==> config.mk <==
export PLATFORM = sky130hd
export DESIGN_NAME = elink_frame_tx
export DESIGN_NICKNAME = d
export VERILOG_FILES = /design/src/rtl/elink_frame_tx.sv
export SDC_FILE = /design/constraint.sdc
export NUM_CORES = 1
export LEC_CHECK = 0
export BUFFER_PORTS_ARGS = -buffer_cell sky130_fd_sc_hd__buf_2
export CORE_ASPECT_RATIO = 0.75
export CORE_MARGIN = 2
export CORE_UTILIZATION = 50
export CTS_BUF_LIST = sky130_fd_sc_hd__clkbuf_4
export DETAILED_ROUTE_END_ITERATION = 6
export PLACE_DENSITY = 0.79
export SYNTH_ARGS = -nofsm -noshare
export SYNTH_HDL_FRONTEND = slang
export SYNTH_SLANG_ARGS = --single-unit
==> constraint.sdc <==
create_clock -name clk40 -period 3.2 [get_ports clk40]
set_clock_uncertainty 0.2 [all_clocks]
set_input_delay 0 -clock clk40 [delete_from_list [all_inputs] [get_ports clk40]]
set_output_delay 0 -clock clk40 [all_outputs]
set_load 0.02 [all_outputs]
==> src/rtl/elink_frame_tx.sv <==
// elink_frame_tx: HDLC-style frame transmitter for the 2-bit elink path.
// Takes a byte stream (valid/ready/last) and builds frames: opening flag,
// escape-stuffed payload, optional stuffed CRC-8, closing flag. Each line
// byte is sent as four dibits, MSB first. Flags are sent while idle.
`timescale 1ns/1ps
module elink_frame_tx #(
    parameter logic [7:0] FLAG_BYTE = 8'h7E,
    parameter logic [7:0] ESC_BYTE  = 8'h7D,
    parameter bit         CRC_EN    = 1'b1,
    parameter int         CNT_WIDTH = 16
) (
    input  logic                 clk40,
    input  logic                 reset,
    input  logic [7:0]           data_in,
    input  logic                 data_valid,
    input  logic                 data_last,
    output logic                 data_ready,
    output logic [1:0]           tx_elink2bit,
    output logic                 busy,
    output logic                 underrun,
    output logic [CNT_WIDTH-1:0] frame_cnt
);

    typedef enum logic [2:0] {
        S_IDLE, S_DATA, S_ESC, S_CRC, S_CRC_ESC, S_EOF, S_DROP
    } state_t;

    state_t               state_reg;
    logic [1:0]           phase_reg;
    logic [7:0]           shreg_reg;
    logic [7:0]           hold_reg;
    logic [7:0]           crc_reg;
    logic                 hold_last_reg;
    logic                 esc_pending_reg;
    logic                 last_seen_reg;
    logic                 busy_reg;
    logic                 busy_clr_reg;
    logic                 underrun_reg;
    logic [1:0]           tx_reg;
    logic [CNT_WIDTH-1:0] frame_cnt_reg;

    logic   accept;
    logic   data_special;
    logic   crc_special;
    state_t after_last;

    // CRC-8, poly 0x07, MSB first, one byte per call
    function automatic logic [7:0] crc8_next(input logic [7:0] crc, input logic [7:0] d);
        logic [7:0] c;
        c = crc ^ d;
        for (int i = 0; i < 8; i++) begin
            c = c[7] ? ((c << 1) ^ 8'h07) : (c << 1);
        end
        return c;
    endfunction

    // Ready is a pure function of registered state: once per byte slot in DATA,
    // every cycle while draining an aborted frame in DROP.
    assign data_ready   = ((state_reg == S_DATA) && (phase_reg == 2'd3) && !esc_pending_reg)
                          || (state_reg == S_DROP);
    assign accept       = data_valid & data_ready;
    assign data_special = (data_in == FLAG_BYTE) || (data_in == ESC_BYTE);
    assign crc_special  = (crc_reg == FLAG_BYTE) || (crc_reg == ESC_BYTE);
    assign after_last   = CRC_EN ? S_CRC : S_EOF;

    assign tx_elink2bit = tx_reg;
    assign busy         = busy_reg;
    assign underrun     = underrun_reg;
    assign frame_cnt    = frame_cnt_reg;

    // Dibit shifter, byte-slot framing FSM and status registers
    always_ff @(posedge clk40) begin
        if (reset) begin
            state_reg       <= S_IDLE;
            phase_reg       <= 2'd0;
            shreg_reg       <= FLAG_BYTE;
            hold_reg        <= 8'h00;
            crc_reg         <= 8'h00;
            hold_last_reg   <= 1'b0;
            esc_pending_reg <= 1'b0;
            last_seen_reg   <= 1'b0;
            busy_reg        <= 1'b0;
            busy_clr_reg    <= 1'b0;
            underrun_reg    <= 1'b0;
            tx_reg          <= 2'b00;
            frame_cnt_reg   <= '0;
        end else begin
            phase_reg    <= phase_reg + 2'd1;
            tx_reg       <= shreg_reg[7:6];
            shreg_reg    <= {shreg_reg[5:0], 2'b00};
            underrun_reg <= 1'b0;

            // busy falls once the closing flag's last dibit has left the line
            if (busy_clr_reg && (phase_reg == 2'd0)) begin
                busy_reg     <= 1'b0;
                busy_clr_reg <= 1'b0;
            end

            if (phase_reg == 2'd3) begin
                case (state_reg)
                    S_IDLE: begin
                        shreg_reg <= FLAG_BYTE;
                        if (data_valid) begin
                            state_reg     <= S_DATA;
                            busy_reg      <= 1'b1;
                            busy_clr_reg  <= 1'b0;
                            crc_reg       <= 8'h00;
                            last_seen_reg <= 1'b0;
                        end else if (busy_reg) begin
                            busy_clr_reg <= 1'b1;
                        end
                    end
                    S_DATA: begin
                        if (accept) begin
                            crc_reg       <= crc8_next(crc_reg, data_in);
                            last_seen_reg <= data_last;
                            if (data_special) begin
                                shreg_reg       <= ESC_BYTE;
                                hold_reg        <= data_in ^ 8'h20;
                                hold_last_reg   <= data_last;
                                esc_pending_reg <= 1'b1;
                                state_reg       <= S_ESC;
                            end else begin
                                shreg_reg <= data_in;
                                if (data_last) begin
                                    state_reg <= after_last;
                                end
                            end
                        end else if (!data_valid) begin
                            // Source ran dry mid-frame: close with a bare flag
                            shreg_reg    <= FLAG_BYTE;
                            underrun_reg <= 1'b1;
                            state_reg    <= last_seen_reg ? S_IDLE : S_DROP;
                        end
                    end
                    S_ESC: begin
                        shreg_reg       <= hold_reg;
                        esc_pending_reg <= 1'b0;
                        state_reg       <= hold_last_reg ? after_last : S_DATA;
                    end
                    S_CRC: begin
                        if (crc_special) begin
                            shreg_reg <= ESC_BYTE;
                            hold_reg  <= crc_reg ^ 8'h20;
                            state_reg <= S_CRC_ESC;
                        end else begin
                            shreg_reg <= crc_reg;
                            state_reg <= S_EOF;
                        end
                    end
                    S_CRC_ESC: begin
                        shreg_reg <= hold_reg;
                        state_reg <= S_EOF;
                    end
                    S_EOF: begin
                        shreg_reg     <= FLAG_BYTE;
                        frame_cnt_reg <= frame_cnt_reg + CNT_WIDTH'(1);
                        crc_reg       <= 8'h00;
                        state_reg     <= S_IDLE;
                    end
                    S_DROP: begin
                        shreg_reg <= FLAG_BYTE;
                    end
                    default: begin
                        shreg_reg <= FLAG_BYTE;
                        state_reg <= S_IDLE;
                    end
                endcase
            end

            // Drain of an aborted frame ends on any cycle with the last byte
            if ((state_reg == S_DROP) && accept && data_last) begin
                state_reg    <= S_IDLE;
                busy_reg     <= 1'b0;
                busy_clr_reg <= 1'b0;
            end
        end
    end

endmodule

# Word level (Yosys, flattened, before mapping)
# Cells that the tools add are included.
word_totals:
  in_bits: 12
  wordCells: 120
  output_inout_bits: 21
  reg_bits: 53
op_classes:
  bitwise_logic: 15
  mux: 46
  n_eq_ne: 17
  addsub: 2
  n_reduce_logical: 26
ops:
  columns: ["op", "count"]
  rows:
  - ["two-way mux 8 bit", 10]
  - ["case mux 8 bit (3 select lines)", 2]
  - ["two-way mux 3 bit", 14]
  - ["== test 8 x 7 -> 1 bit (second input constant)", 4]
  - ["NOT 3 bit", 8]
  - ["case mux 3 bit (6 select lines)", 1]
  - ["adder 16 x 1 -> 16 bit (second input constant)", 1]
  - ["case mux 8 bit (2 select lines)", 1]
  - ["AND reduction 4 bit", 4]
  - ["two-way mux 1 bit", 15]
  - ["AND reduction 5 bit", 2]
  - ["== test 3 bit (second input constant)", 3]
  - ["!= test 2 bit (second input constant)", 4]
  - ["XOR 8 bit", 1]
  - ["== test 3 x 2 -> 1 bit (second input constant)", 2]
  - ["nonzero test 2 bit", 3]
  - ["OR reduction 2 bit", 3]
  - ["logical AND 1 bit", 5]
  - ["NOT 1 bit", 5]
  - ["!= test 4 bit (second input constant)", 1]
  - ["case mux 1 bit (2 select lines)", 2]
  - ["OR reduction 4 bit", 1]
  - ["== test 3 x 1 -> 1 bit (second input constant)", 1]
  - ["zero test 3 bit", 1]
  - ["other kinds (10)", 12]

# Logic depth before layout (Yosys ltp)
logic_depth:
  depth_word: 19
  mapped_depth: 7
  ltp_nobuf: 6

# Least setup slack after synthesis
# OpenSTA, ideal clock, no wires.
synth_path:
  path_type: "register to register"
  startpoint: "reg phase_reg[0]"
  endpoint: "reg hold_reg[0]"
  t_arrival_ns: 1.783
  setup_slack_ns: 1.096
  period_less_slack_ns: 2.104
  t_required_ns: 2.879
  stages_incl_launch_ff: 7
  path_buffers: 0
  cell_sequence: "dfxtp_1 -> ha_1 -> nand4bb_1 -> o21ai_2 -> nor3b_4 -> a31oi_4 -> mux2_4"
synth_via:
  elab_chain_cells: 7
synth_rtl:
  columns: ["element", "line", "source"]
  rows:
  - ["start: declaration", "29", "logic [1:0] phase_reg;"]
  - ["start signal: assignment", "88", "phase_reg <= phase_reg + 2'd1;"]
  - ["== test 2 bit", "59", "assign data_ready = ((state_reg == S_DATA) && (phase_reg == 2'd3) && !esc_pending_reg)"]
  - ["logical AND 1 bit (2 in a row)", "59", null]
  - ["logical OR 1 bit", "60", "|| (state_reg == S_DROP);"]
  - ["via data_ready", "17", "output logic data_ready,"]
  - ["bitwise AND 1 bit", "61", "assign accept = data_valid & data_ready;"]
  - ["!= test 2 bit (no source line)", null, null]
  - ["AND reduction 5 bit (no source line)", null, null]
  - ["end signal: assignment", "119", "hold_reg <= data_in ^ 8'h20;"]
  - ["end signal: assignment", "144", "hold_reg <= crc_reg ^ 8'h20;"]
  - ["end: declaration", "31", "logic [7:0] hold_reg;"]
# The timed path passes the listed nets, and every way through them passes these cells.
# A chain may end at the register's enable or synchronous reset.

# Worst setup path in the final report
layout_path:
  startpoint: "reg phase_reg[0]"
  endpoint: "reg hold_reg[1]"
layout_via:
  elab_chain_cells: 7
layout_rtl:
  columns: ["element", "line"]
  rows:
  - ["== test 2 bit *", "59, 99"]
  - ["logical AND 1 bit (2 in a row)", "59"]
  - ["logical OR 1 bit", "60"]
  - ["bitwise AND 1 bit", "61"]
  - ["!= test 2 bit (no source line)", null]
  - ["AND reduction 5 bit (no source line) *", null]
# Every way passes the cells marked *; elsewhere a longest branch is shown, timed or not.

==> out/metrics.csv <==
metric,value,unit
grt_pass1_vias,2527,
max_slew.worst_pin.slew,0.7739,ns
finalCriticalPeriod,2.564,ns
antenna_violating_nets_post_route,0,
initialDrtViolationCount,239,
ys_seq_elements,53,
antennaDiodeCount,0,
synth.top_cells.by_count,"53 x sky130_fd_sc_hd__dfxtp_1, 38 x sky130_fd_sc_hd__nor2_1, 22 x sky130_fd_sc_hd__nand2_1",
switchingPower,0.0003091,W
drt_wirelength,7064,um
htreeDepth,2,
power.share.combinational,0.127,
sw_frac_of_total,0.2532,
worst_hold_slack,0.01264,ns
cellLeakagePower,1.335,nW
drt-wirelength-per-cell,15.29,um
tritoncts_clock_tree,yes,
final_hold_violating_endpoints,0,
synth_async_sr_flop_share,0,
syn-num-nets,370,
synth-warning-count,0,
grt_pass1_wl,12070,um
yosysMostFrequentCell,sky130_fd_sc_hd__dfxtp_1,
start_util,0.5197,
worst_skew_pair.late_latency,0.38,ns
setup.worst_path.class,reg -> reg,
tritoncts.num_buffers,5,
final_layout_size_suffix_gt1_frac,0.1536,
synth_enable_flop_cells,0,
pre_cts_setup_slack,0.6683,ns
postLayoutCoreUtil,0.5774,
numClockSinks,53,
grt_use_total,0.2210,
worstPathMaxFanout,13,
maximum_resistive_drop_on_vdd,219.9,uV
run_status,completed,
cts_buffer_depth,2,
drt_pre_antenna_iters,5,
area.growth.synth_to_final,11.10,%
fin_ws,0.6364,ns
cts_resizes,0,
detail_route.drc_violations,0,
synthDominantCellAreaShare,0.3487,
yosysUniqueCellTypes,68,
grt_setup_unrepaired,false,
slew_headroom,0.4822,
final_worst_path_period_share,0.8011,
row_count,24,
coreArea,5856,um^2
path_clk_slew,0.16,ns
synthFlopType,sky130_fd_sc_hd__dfxtp_1,
via_per_inst,5.851,
grt_start_max_net_pins,40,
cp-end-kind,register,
route.vias.total,2703,
p_per_area,361.2,nW/um^2
place_hpwl,4994,um
final_net_count,398,
leading_area_contributor_after_synthesis,sky130_fd_sc_hd__dfxtp_1,
timing.final.setup_violations,0,
worst_hold_path_type,in -> reg,
stdcell_count,462,
routability_congestion_estimate,0.8973,
ioPinCount,33,
initial_antenna_violation_count,0,
number_of_placed_instances_with_taps_included,445,
die_width,94.08,um
fmax,0.3901,GHz
die_h,71.56,um
postSynthAreaPerCell,8.572,um^2
pwr-share-clk,0.315,
largest_reg_flops,16,
grt.overflow.total,0,
critPathArrivalTime,2.65,ns
seq_power_share,0.559,
finalSetupTns,0,ns
yosys-top-cells-area,"sky130_fd_sc_hd__dfxtp_1 35%, sky130_fd_sc_hd__xnor2_1 5.8%, sky130_fd_sc_hd__xor2_1 4.9%",
yosysSeqAreaShare,0.3487,
cts_root_buffer,sky130_fd_sc_hd__clkbuf_4,
cp-start-kind,register,
synth_area,3043,um^2
cell_internal_pwr,0.0009120,W
slew_violations,0,
cap_violations,0,
post_synth_inst_count,355,
design.die.area,6732,um^2
io_buffer_count,32,
critical_path_data_required_time,3.29,ns
-- final timing paths --
path / start / to / slack [ns] / depth (start not counted)
worst max-delay path: phase_reg[0] / hold_reg[1] / 0.64 / 6
worst min-delay path: data_in[3] / shreg_reg[3] / 0.01 / 5
worst max register to register: phase_reg[0] / hold_reg[1] / 0.64 / 6
worst min register to register: shreg_reg[6] / tx_elink2bit[0] / 0.25 / 1
-- layer usage --
| metal | vias to the layer above | GRT usage | wire length, um |
|---|---|---|---|
| met5 | - | 0 | 0 |
| met4 | 0 | 0.04509 | 86 |
| met3 | 11 | 0.04311 | 532 |
| met2 | 127 | 0.3333 | 3109 |
| met1 | 1255 | 0.3313 | 3335 |
| li1 | 1310 | - | - |
-- cell type report --
| class | instances | area (um^2) |
|---|---|---|
| clock buffer | 6 | 45.04 |
| sequential | 53 | 1061 |
| inverter | 16 | 60.06 |
| tap | 78 | 97.59 |
| multi-input combinational | 263 | 1810 |
| clock inverter | 2 | 33.78 |
| fill | 506 | 2475 |
| timing repair buffer | 44 | 272.8 |
-- logic make-up after synthesis --
logic type,after synthesis,share of synthesized area
XOR/XNOR,41,0.1320
AO/OA/AOI/OAI,80,0.1842
multiplexers,5,0.02056
flip-flops,53,0.3487
adder cells (fa/ha/maj),3,0.01234
buffers and inverters,39,0.05633
AND/OR/NAND/NOR,134,0.2459
-- per-stage QoR --
stage                     total power (W)  cell area [um^2]
after floorplan                 0.0008040              3043
after global placement          0.0008368              3212
after detailed placement        0.0008399              3212
after CTS                        0.001226              3381
after global routing             0.001267              3381
final                            0.001221              3381
-- cells in the final DEF (no fill, tap or decap), drive strengths merged, types with 3 or more instances in the layout --
master,Yosys,layout
dfxtp,53,53
nor2,38,38
buf,11,35
nand2,22,22
xnor2,22,22
a21oi,18,18
xor2,17,17
inv,16,16
o21ai,15,15
nand3,13,13
a31oi,13,13
nor3,10,10
nor2b,9,9
dlygate4sd3,0,9
nor3b,7,7
clkbuf,12,6
nand2b,6,6
o311a,5,5
nand4,5,5
and3,4,4
nor4b,4,4
mux2,4,4
a22oi,3,3
and2,3,3
a32oi,3,3
ha,3,3
-- critical path: stages (launching register included) --
cell and delay [ns]:
sky130_fd_sc_hd__dfxtp_1 0.37, sky130_fd_sc_hd__ha_1 0.51, sky130_fd_sc_hd__nand4bb_1 0.24, sky130_fd_sc_hd__o21ai_2 0.36, sky130_fd_sc_hd__nor3b_4 0.35, sky130_fd_sc_hd__a31oi_4 0.11, sky130_fd_sc_hd__mux2_4 0.35
-- power groups by stage --
| stage | sequential (W) | combinational, W | clock, W |
|---|---|---|---|
| after floorplan | 0.000695 | 0.000109 | 0 |
| after global placement | 0.000696 | 0.000141 | 0 |
| after detailed placement | 0.000696 | 0.000144 | 0 |
| after CTS | 0.000682 | 0.000153 | 0.000391 |
| after global routing | 0.000684 | 0.000171 | 0.000412 |
| final | 0.000682 | 0.000155 | 0.000384 |
-- what timing repair did --
item	4_1_cts	5_1_grt
hold buffers	9	0
hold endpoints to repair	25	0
setup buffers	0	0
Power figures use the tool's default switching activity.
